$ cat config.mk
export PLATFORM = sky130hd
export DESIGN_NAME = apb_uart_csr_fifo
export DESIGN_NICKNAME = d
export VERILOG_FILES = /design/src/rtl/apb_uart_csr_fifo.sv
export SDC_FILE = /design/constraint.sdc
export NUM_CORES = 1
export LEC_CHECK = 0
export ABC_CLOCK_PERIOD_IN_PS = 5850
export CAP_MARGIN = 0
export CORE_ASPECT_RATIO = 1.75
export CORE_UTILIZATION = 40
export CTS_CLUSTER_SIZE = 24
export DETAILED_ROUTE_END_ITERATION = 6
export SYNTH_ARGS = -nofsm -noshare
export SYNTH_HDL_FRONTEND = slang
export SYNTH_SLANG_ARGS = --single-unit
$ cat constraint.sdc
create_clock -name PCLK -period 5.85 [get_ports PCLK]
set_input_delay 1.755 -clock PCLK [delete_from_list [all_inputs] [get_ports PCLK]]
set_output_delay 1.755 -clock PCLK [all_outputs]
set_load 0.01 [all_outputs]
$ cat src/rtl/apb_uart_csr_fifo.sv
// apb_uart_csr_fifo
// APB register block for a UART. It holds one TX FIFO and one RX FIFO.
// The block runs with zero wait states. An access either takes effect at its
// access-phase edge or is refused with PSLVERR and then changes no state.
//
// Optional feature macro: UART_IRQ_EN
//   defined   -> the IRQ_EN (0x10) and IRQ_STAT (0x14) registers exist and
//                drive a registered irq output.
//   undefined -> irq is tied low, 0x10/0x14 are unmapped, and the sticky
//                flags are cleared by writing 1 to CTRL[6] or CTRL[7].
//
// Ports
//   PCLK, rst                 clock and synchronous active-high reset
//   PSEL/PENABLE/PWRITE/PADDR/PWDATA -> PRDATA/PREADY/PSLVERR   APB slave port
//   tx_data/tx_valid/tx_ready TX FIFO head handed to the transmitter
//   rx_data/rx_valid/rx_err   received character strobe and framing-error strobe
//   tx_busy/rx_busy           line status from the UART core
//   tx_en/tx_rst/rx_en/rx_rst mirrors of the CTRL bits
//   irq                       interrupt request
module apb_uart_csr_fifo #(
    parameter int DATA_W     = 8,
    parameter int FIFO_DEPTH = 16,
    parameter int ADDR_W     = 8
) (
    input  logic              PCLK,
    input  logic              rst,
    input  logic              PSEL,
    input  logic              PENABLE,
    input  logic              PWRITE,
    input  logic [ADDR_W-1:0] PADDR,
    input  logic [31:0]       PWDATA,
    output logic [31:0]       PRDATA,
    output logic              PREADY,
    output logic              PSLVERR,
    output logic [DATA_W-1:0] tx_data,
    output logic              tx_valid,
    input  logic              tx_ready,
    input  logic [DATA_W-1:0] rx_data,
    input  logic              rx_valid,
    input  logic              rx_err,
    input  logic              tx_busy,
    input  logic              rx_busy,
    output logic              tx_en,
    output logic              tx_rst,
    output logic              rx_en,
    output logic              rx_rst,
    output logic              irq
);

    localparam int PTR_W = (FIFO_DEPTH > 1) ? $clog2(FIFO_DEPTH) : 1;
    localparam int CNT_W = PTR_W + 1;
    localparam logic [CNT_W-1:0] DEPTH_C = CNT_W'(FIFO_DEPTH);

    localparam logic [2:0] OFF_CTRL     = 3'd0;
    localparam logic [2:0] OFF_STAT     = 3'd1;
    localparam logic [2:0] OFF_TXDATA   = 3'd2;
    localparam logic [2:0] OFF_RXDATA   = 3'd3;
`ifdef UART_IRQ_EN
    localparam logic [2:0] OFF_IRQ_EN   = 3'd4;
    localparam logic [2:0] OFF_IRQ_STAT = 3'd5;
`endif

    logic              access, acc_err, acc_ok, wr_ok, rd_ok;
    logic [2:0]        off;
    logic [31:0]       rdata;
    logic [3:0]        ctrl_q;
    logic              ctrl_we;
    logic              rx_ovr_q, rx_ferr_q, ovr_ev, ovr_clr, ferr_clr;

    logic [DATA_W-1:0] tx_mem [FIFO_DEPTH];
    logic [DATA_W-1:0] rx_mem [FIFO_DEPTH];
    logic [PTR_W-1:0]  tx_wp, tx_rp, rx_wp, rx_rp;
    logic [CNT_W-1:0]  tx_cnt, rx_cnt;
    logic              tx_empty, tx_full, rx_empty, rx_full;
    logic              tx_push, tx_pop, tx_clear, rx_push, rx_pop, rx_clear;
    logic              unused_apb;

    assign access = PSEL & PENABLE;
    assign off    = PADDR[4:2];
    assign PREADY = access;
    assign unused_apb = ^{PADDR, PWDATA};

    assign tx_empty = (tx_cnt == '0);
    assign tx_full  = (tx_cnt == DEPTH_C);
    assign rx_empty = (rx_cnt == '0);
    assign rx_full  = (rx_cnt == DEPTH_C);
    assign tx_valid = ~tx_empty;
    assign tx_data  = tx_mem[tx_rp];
    assign tx_pop   = tx_valid & tx_ready;

    // Access legality. A TXDATA write into a full FIFO is allowed only when
    // the transmitter pops in the same cycle and so frees a slot.
    always_comb begin
        acc_err = 1'b0;
        case (off)
            OFF_CTRL:     acc_err = 1'b0;
            OFF_STAT:     acc_err = PWRITE;
            OFF_TXDATA:   acc_err = ~PWRITE | (tx_full & ~tx_pop);
            OFF_RXDATA:   acc_err = PWRITE | rx_empty;
`ifdef UART_IRQ_EN
            OFF_IRQ_EN,
            OFF_IRQ_STAT: acc_err = 1'b0;
`endif
            default:      acc_err = 1'b1;
        endcase
    end

    assign PSLVERR = access & acc_err;
    assign acc_ok  = access & ~acc_err;
    assign wr_ok   = acc_ok & PWRITE;
    assign rd_ok   = acc_ok & ~PWRITE;
    assign ctrl_we = wr_ok & (off == OFF_CTRL);

    assign tx_en  = ctrl_q[3];
    assign tx_rst = ctrl_q[2];
    assign rx_rst = ctrl_q[1];
    assign rx_en  = ctrl_q[0];

    // A flush pulse and the FIFO reset bit empty a FIFO at the edge of the
    // CTRL write itself. Neither is stored, so both read back as 0.
    assign tx_clear = tx_rst | (ctrl_we & (PWDATA[4] | PWDATA[2]));
    assign rx_clear = rx_rst | (ctrl_we & (PWDATA[5] | PWDATA[1]));
    assign tx_push  = wr_ok & (off == OFF_TXDATA) & ~tx_clear;
    assign rx_pop   = rd_ok & (off == OFF_RXDATA);
    assign rx_push  = rx_valid & (~rx_full | rx_pop) & ~rx_clear;
    assign ovr_ev   = rx_valid & rx_full & ~rx_pop & ~rx_clear;

    always_ff @(posedge PCLK) begin
        if (rst)          ctrl_q <= '0;
        else if (ctrl_we) ctrl_q <= PWDATA[3:0];
    end

    always_ff @(posedge PCLK) begin
        if (tx_push) tx_mem[tx_wp] <= PWDATA[DATA_W-1:0];
        if (rx_push) rx_mem[rx_wp] <= rx_data;
    end

    always_ff @(posedge PCLK) begin
        if (rst || tx_clear) begin
            tx_wp  <= '0;
            tx_rp  <= '0;
            tx_cnt <= '0;
        end else begin
            if (tx_push) tx_wp <= tx_wp + PTR_W'(1);
            if (tx_pop)  tx_rp <= tx_rp + PTR_W'(1);
            if (tx_push && !tx_pop)      tx_cnt <= tx_cnt + CNT_W'(1);
            else if (tx_pop && !tx_push) tx_cnt <= tx_cnt - CNT_W'(1);
        end
    end

    always_ff @(posedge PCLK) begin
        if (rst || rx_clear) begin
            rx_wp  <= '0;
            rx_rp  <= '0;
            rx_cnt <= '0;
        end else begin
            if (rx_push) rx_wp <= rx_wp + PTR_W'(1);
            if (rx_pop)  rx_rp <= rx_rp + PTR_W'(1);
            if (rx_push && !rx_pop)      rx_cnt <= rx_cnt + CNT_W'(1);
            else if (rx_pop && !rx_push) rx_cnt <= rx_cnt - CNT_W'(1);
        end
    end

    // Sticky error flags. A new event wins over a clear in the same cycle.
    always_ff @(posedge PCLK) begin
        if (rst) begin
            rx_ovr_q  <= 1'b0;
            rx_ferr_q <= 1'b0;
        end else begin
            if (ovr_ev)       rx_ovr_q  <= 1'b1;
            else if (ovr_clr) rx_ovr_q  <= 1'b0;
            if (rx_err)        rx_ferr_q <= 1'b1;
            else if (ferr_clr) rx_ferr_q <= 1'b0;
        end
    end

`ifdef UART_IRQ_EN
    logic [3:0] irq_en_q, irq_stat_q, irq_en_nxt, irq_stat_nxt, irq_ev;
    logic       tx_empty_q, rx_empty_q, irq_q, irq_en_we, irq_stat_we;

    assign irq_en_we   = wr_ok & (off == OFF_IRQ_EN);
    assign irq_stat_we = wr_ok & (off == OFF_IRQ_STAT);
    assign ovr_clr     = irq_stat_we & PWDATA[2];
    assign ferr_clr    = irq_stat_we & PWDATA[3];
    assign irq_ev      = {rx_err, ovr_ev, ~rx_empty & rx_empty_q, tx_empty & ~tx_empty_q};

    // irq is built from the next register values. It therefore rises in the
    // cycle after the event and drops in the cycle after the W1C write.
    always_comb begin
        irq_en_nxt   = irq_en_q;
        irq_stat_nxt = irq_stat_q;
        if (irq_en_we)   irq_en_nxt   = PWDATA[3:0];
        if (irq_stat_we) irq_stat_nxt = irq_stat_q & ~PWDATA[3:0];
        irq_stat_nxt = irq_stat_nxt | irq_ev;
    end

    always_ff @(posedge PCLK) begin
        if (rst) begin
            irq_en_q   <= '0;
            irq_stat_q <= '0;
            irq_q      <= 1'b0;
            tx_empty_q <= 1'b1;
            rx_empty_q <= 1'b1;
        end else begin
            irq_en_q   <= irq_en_nxt;
            irq_stat_q <= irq_stat_nxt;
            irq_q      <= |(irq_stat_nxt & irq_en_nxt);
            tx_empty_q <= tx_empty;
            rx_empty_q <= rx_empty;
        end
    end

    assign irq = irq_q;
`else
    assign ovr_clr  = ctrl_we & PWDATA[6];
    assign ferr_clr = ctrl_we & PWDATA[7];
    assign irq      = 1'b0;
`endif

    always_comb begin
        rdata = '0;
        case (off)
            OFF_CTRL:   rdata[3:0] = ctrl_q;
            OFF_STAT:   rdata = {8'(tx_cnt), 8'(rx_cnt), 8'h00,
                                 rx_ferr_q, rx_ovr_q, rx_full, rx_empty,
                                 rx_busy, tx_full, tx_empty, tx_busy};
            OFF_RXDATA: rdata[DATA_W-1:0] = rx_mem[rx_rp];
`ifdef UART_IRQ_EN
            OFF_IRQ_EN:   rdata[3:0] = irq_en_q;
            OFF_IRQ_STAT: rdata[3:0] = irq_stat_q;
`endif
            default:    rdata = '0;
        endcase
        PRDATA = rd_ok ? rdata : 32'h0;
    end

endmodule

======== After elaboration in Yosys (flattened, before gate mapping) ========
Memories as Yosys holds them, arrays and structs flattened. A register that Yosys moved wholly into a read port is not among the register bits.
Cells that the tools add are included.
storage, ports and cells
  bits in latches ......................... 0
  word-level logic and storage cells ...... 97
  RAM bits ................................ 256
  bits in registers ....................... 32
  memories kept ........................... 2
  memory bits (read-only) ................. 0
  input port bits ......................... 58
  output and inout bits ................... 48
memory list
  memory  depth  width  rd ports  clocked after memory_dff  write ports  RTL line  source
  rx_mem  16     8      1         1                         1            71        logic [DATA_W-1:0] rx_mem [FIFO_DEPTH];
  tx_mem  16     8      1         1                         1            70        logic [DATA_W-1:0] tx_mem [FIFO_DEPTH];
cells by class
  add/subtract/negate cells ............... 8
  reduce and logical (&&, ||, !) cells .... 17
  bitwise operators ....................... 35
  div/mod/pow operators ................... 0
  magnitude comparators ................... 0
  shifts and indexed selects .............. 0
  mux-type cells .......................... 21
  equality and inequality tests ........... 5
  multiply operators ...................... 0
operator list
  kind                   count
  $mux W32               1
  $mux W21               1
  $and A1 B1 Y1          20
  $mux W5                4
  $add A4 B1 Y4 const B  4
  $mux W4                4
  $pmux W4 S3            1
  $add A5 B1 Y5 const B  2
  $eq A5 B5 Y1 const B   2
  $logic_not A5 Y1       2
  $sub A5 B1 Y5 const B  2
  $mux W1                8
  $not A1 Y1             8
  $pmux W4 S2            1
  $reduce_bool A2 Y1     4
  $or A1 B1 Y1           7
  $eq A3 B2 Y1 const B   2
  $logic_and A1 B1 Y1    4
  $logic_not A1 Y1       4
  $pmux W1 S4            1
  $eq A3 B1 Y1 const B   1
  $logic_not A3 Y1       1
  $logic_or A1 B1 Y1     2

======== Logic depth before layout (Yosys ltp) ========
  depth after elaboration ................. 19
  gate-level depth with buffers ........... 13
  depth with buffers taken out ............ 12

======== Least setup slack after synthesis ========
No wires, ideal clock.
  path type ............................... input -> output
  start ................................... input port PADDR[3]
  end ..................................... output port PRDATA[3]
  arrival ................................. 2890 ps
  required time ........................... 4095 ps
  stages on the path ...................... 4
  slack ................................... 1205 ps
  path through ............................ buf_2 > nor3b_1 > or4_1 > o21ai_0
between the ends
  word-level cells in the longest chain between the ends .. 6
  elaborated cells on any way between the ends .. 10
ends and longest elaborated chain
  element                               RTL line  source
  from (decl)                           30        input logic [ADDR_W-1:0] PADDR,
  $eq A3 B2 Y1 (tied with other cells)  95, 222
  $pmux W1 S4                           95        case (off)
  $not A1 Y1                            109       assign acc_ok = access & ~acc_err;
  $and A1 B1 Y1                         109
  $and A1 B1 Y1                         111       assign rd_ok = acc_ok & ~PWRITE;
  $mux W32 (*)                          234       PRDATA = rd_ok ? rdata : 32'h0;
  to (decl)                             32        output logic [31:0] PRDATA,
Every way passes the cells marked *; elsewhere a longest branch is shown, timed or not.

======== Worst setup path after layout ========
  start ................................... input port PWRITE
  end ..................................... output port PRDATA[3]
between the ends
  word-level cells in the longest chain between the ends .. 7
  elaborated cells on any way between the ends .. 8
ends and longest elaborated chain
  element            RTL line  source
  from (decl)        29        input logic PWRITE,
  $not A1 Y1         98, 111
  $or A1 B1 Y1       98        OFF_TXDATA: acc_err = ~PWRITE | (tx_full & ~tx_pop);
  $pmux W1 S4        95
  $not A1 Y1         109
  $and A1 B1 Y1      109
  $and A1 B1 Y1 (*)  111
  $mux W32 (*)       234
Marks and branches as above.

==> summary.md <==
| Metric | Value |
|---|---|
| Post-CTS Setup Inserts | `0` |
| Post-route ant nets | `0` |
| Mapped cell area | `12300 um2` |
| Setup violators final | `0` |
| # IOs | `106` |
| First-pass detailed-route iteration total | `5` |
| Die footprint | `31400 um2` |
| Port Buffers | `61` |
| Routed wire per std cell | `22.0 um` |
| Slew margin rel. | `42.1%` |
| Synth cell types | `61` |
| TritonCTS clock tree | `yes` |
| Max-cap violations | `0` |
| #FFs+latches synth | `296` |
| # diodes | `0` |
| Clock slew at reported path FFs | `0.06 ns` |
| CP Capture Type | `output pin` |
| Post-synth EDFFs | `256` |
| Final std cells w/o fill | `1217` |
| Synth-to-Final Area Change | `16.8%` |
| Crit-path max FO | `4` |
| Placed instance count | `1167` |
| Die Wd | `134 um` |
| Fmax | `177 MHz` |
| Final Max Slew Viols | `0` |
| Pwr per Cell Area | `327 nW/um2` |
| Cells after Synth | `709` |
| Dpl hpwl | `19000 um` |
| HP Start | `tx_rp[1]$_SDFFE_PP0P_` |
| Peak VDD IR | `0.303 mV` |
| Critical Path RT | `4.09 ns` |
| Vias in the first global route | `6829` |
| Largest net degree at the start of global routing | `33` |
| Mean area per synthesized cell | `17.3 um2` |
| Setup_tns | `0 ns` |
| Final hold violations | `0` |
| Worst-Skew Late Latency | `0.55 ns` |
| RR Startpoint | `rx_cnt[0]$_SDFFE_PP0P_` |
| GP Congestion | `0.813` |
| Clock Sinks | `296` |
| Initial antenna violation count | `0` |
| GRT overflow | `0` |
| Clk buf depth | `3` |
| Pleak | `4.64 nW` |
| CTS H-tree lvls | `1` |
| Kind of critical path | `in2out` |
| Initial cell density of the core | `40.8%` |
| WP data arrival | `3.91 ns` |
| Chip Height | `234 um` |
| HP Class | `reg2reg` |
| Vias | `6432` |
| TritonCTS Buffers | `28` |
| Asr flop ratio synth | `0%` |
| WL final | `26700 um` |
| Tot GR Track Use | `17.6%` |
| Most used DFF post-synth | `edfxtp_1` |
| Outcome | `finished, final reports clean` |
| Sequential area share after synthesis | `69.3%` |
| Most frequent cells in the layout | `256 x edfxtp_1, 70 x mux4_2, 58 x nor2_1, 58 x clkdlybuf4s50_1, 44 x buf_4` |
| Tcrit/Tclk final | `96.8%` |
| Clock tree root buffer cell | `clkbuf_16` |
| Nets@finish | `888` |
| First-pass GRT wire length | `40600 um` |
| Warnings from Yosys | `0` |
| Worst setup startpoint | `PWRITE` |
| Drt drc | `0` |
| Fillers | `2619` |
| Row count | `84` |
| Via/cell ratio | `5.29` |
| Commonest non-fill, non-tap cell in the layout | `edfxtp_1` |
| Share of layout cells above drive strength 1 | `21.1%` |
| Minimum clock period | `5.66 ns` |
| Worst-margin pin slew | `0.865 ns` |
| Crit start category | `input pin` |
| Initial DRC Count | `383` |
| Worst clock skew | `0.00955 ns` |
| RSZ-0062 raised after global routing | `no` |
| Core Footprint | `30100 um2` |
power by group:
part	internal, mW	switching, mW	total [mW]	leakage (nW)
combinational	0.303	0.303	0.606	1.60
sequential	2.34	0.0526	2.40	2.63
clock	0.923	0.750	1.67	0.405
logic make-up after synthesis:
| kind of cell | Yosys count | synth area share, % |
|---|---|---|
| AOI/OAI and AO/OA | 54 | 3.02 |
| xor gates and xnor gates | 18 | 1.35 |
| adders and majority gates | 20 | 2.16 |
| buffers and inverters | 69 | 2.88 |
| DFF | 296 | 69.3 |
| muxes | 91 | 14.6 |
| other | 1 | 0.0306 |
| and+or+nand+nor | 160 | 6.69 |
state kept, by name (all words and copies together), names as in the netlist, named ones only:
signal and cells:
rx_cnt 5, rx_rp 4, tx_mem 128, ctrl_q 4, tx_cnt 5, tx_wp 4
tx_rp 4, rx_ferr_q 1, rx_ovr_q 1, rx_mem 128, rx_wp 4
timing repair:
action	CTS	global route
gates resized for setup	0	3
hold buffers	0	0
endpoints found under the setup margin	0	4
synthesized netlist by cell type, drive strengths merged, types with 3 or more instances:
master	count	area, um2
or4	3	26.3
nor3	21	110
nand3	5	30.0
or3	3	18.8
nand2b	4	25.0
mux2	3	33.8
o21ai	5	25.0
nor2	58	218
a22o	3	30.0
nand4	3	33.8
inv	20	75.1
a211oi	5	37.5
a21oi	21	105
xnor2	10	87.6
buf	34	220
xor2	8	77.6
nor4	3	18.8
and3	3	18.8
dfxtp	40	801
mux2i	18	180
o32ai	3	26.3
clkbuf	14	52.6
edfxtp	256	7690
a21o	3	23.8
ha	18	225
nand2	25	96.4
mux4	70	1580
nor2b	8	50.1
o31ai	3	27.5
and2	14	88.8
path summary, 6_finish.rpt:
path                                                to  slack [ns]  cells past startpoint
worst max-delay path                         PRDATA[3]        0.19                      6
worst max register to register  rx_cnt[4]$_SDFFE_PP0P_        2.17                     12
worst min-delay path             tx_rp[1]$_SDFFE_PP0P_        0.50                      2
worst min register to register   tx_rp[1]$_SDFFE_PP0P_        0.50                      2
metrics by stage:
stage / power, mW / worst slack (ns) / utilization [%] / cell area [um2] / hold slack (ns)
2_1_floorplan: 2.84 / 1.21 / - / 12300 / 0.451
3_3_place_gp: 3.03 / 0.0400 / 44.8 / 13500 / 0.467
3_5_place_dp: 3.05 / 0.0349 / 44.8 / 13500 / 0.496
4_1_cts: 4.73 / 0.0267 / 47.6 / 14300 / 0.511
5_1_grt: 4.85 / 0.0860 / 47.6 / 14300 / 0.534
6_report: 4.68 / 0.187 / 47.6 / 14300 / 0.504
critical path, cell delays in order:
cell	delay, ns
clkdlybuf4s50_1	0.49
a21oi_1	0.18
o31ai_1	0.10
or4_1	0.43
o21ai_0	0.33
clkdlybuf4s50_1	0.61
cell type report:
type                       count  area, um2  share of cell area (%)
clock inverter                16        116                   0.813
inverter                      21       80.1                   0.560
multi-input combinational    358       3470                    24.2
sequential                   296       8490                    59.3
tap                          387        484                    3.38
timing repair buffer         105        948                    6.63
clock buffer                  34        723                    5.05
per-layer routing:
metal / vias to the layer above / wire, um / share of wire, % / track usage [%]
met5: - / 0 / 0 / 0
met1: 3250 / 9320 / 35 / 18.5
met2: 192 / 15200 / 57 / 34.4
met3: 60 / 1160 / 4.3 / 1.91
li1: 2930 / - / - / -
met4: 0 / 1090 / 4.1 / 7.90
Power figures use the tool's default switching activity.
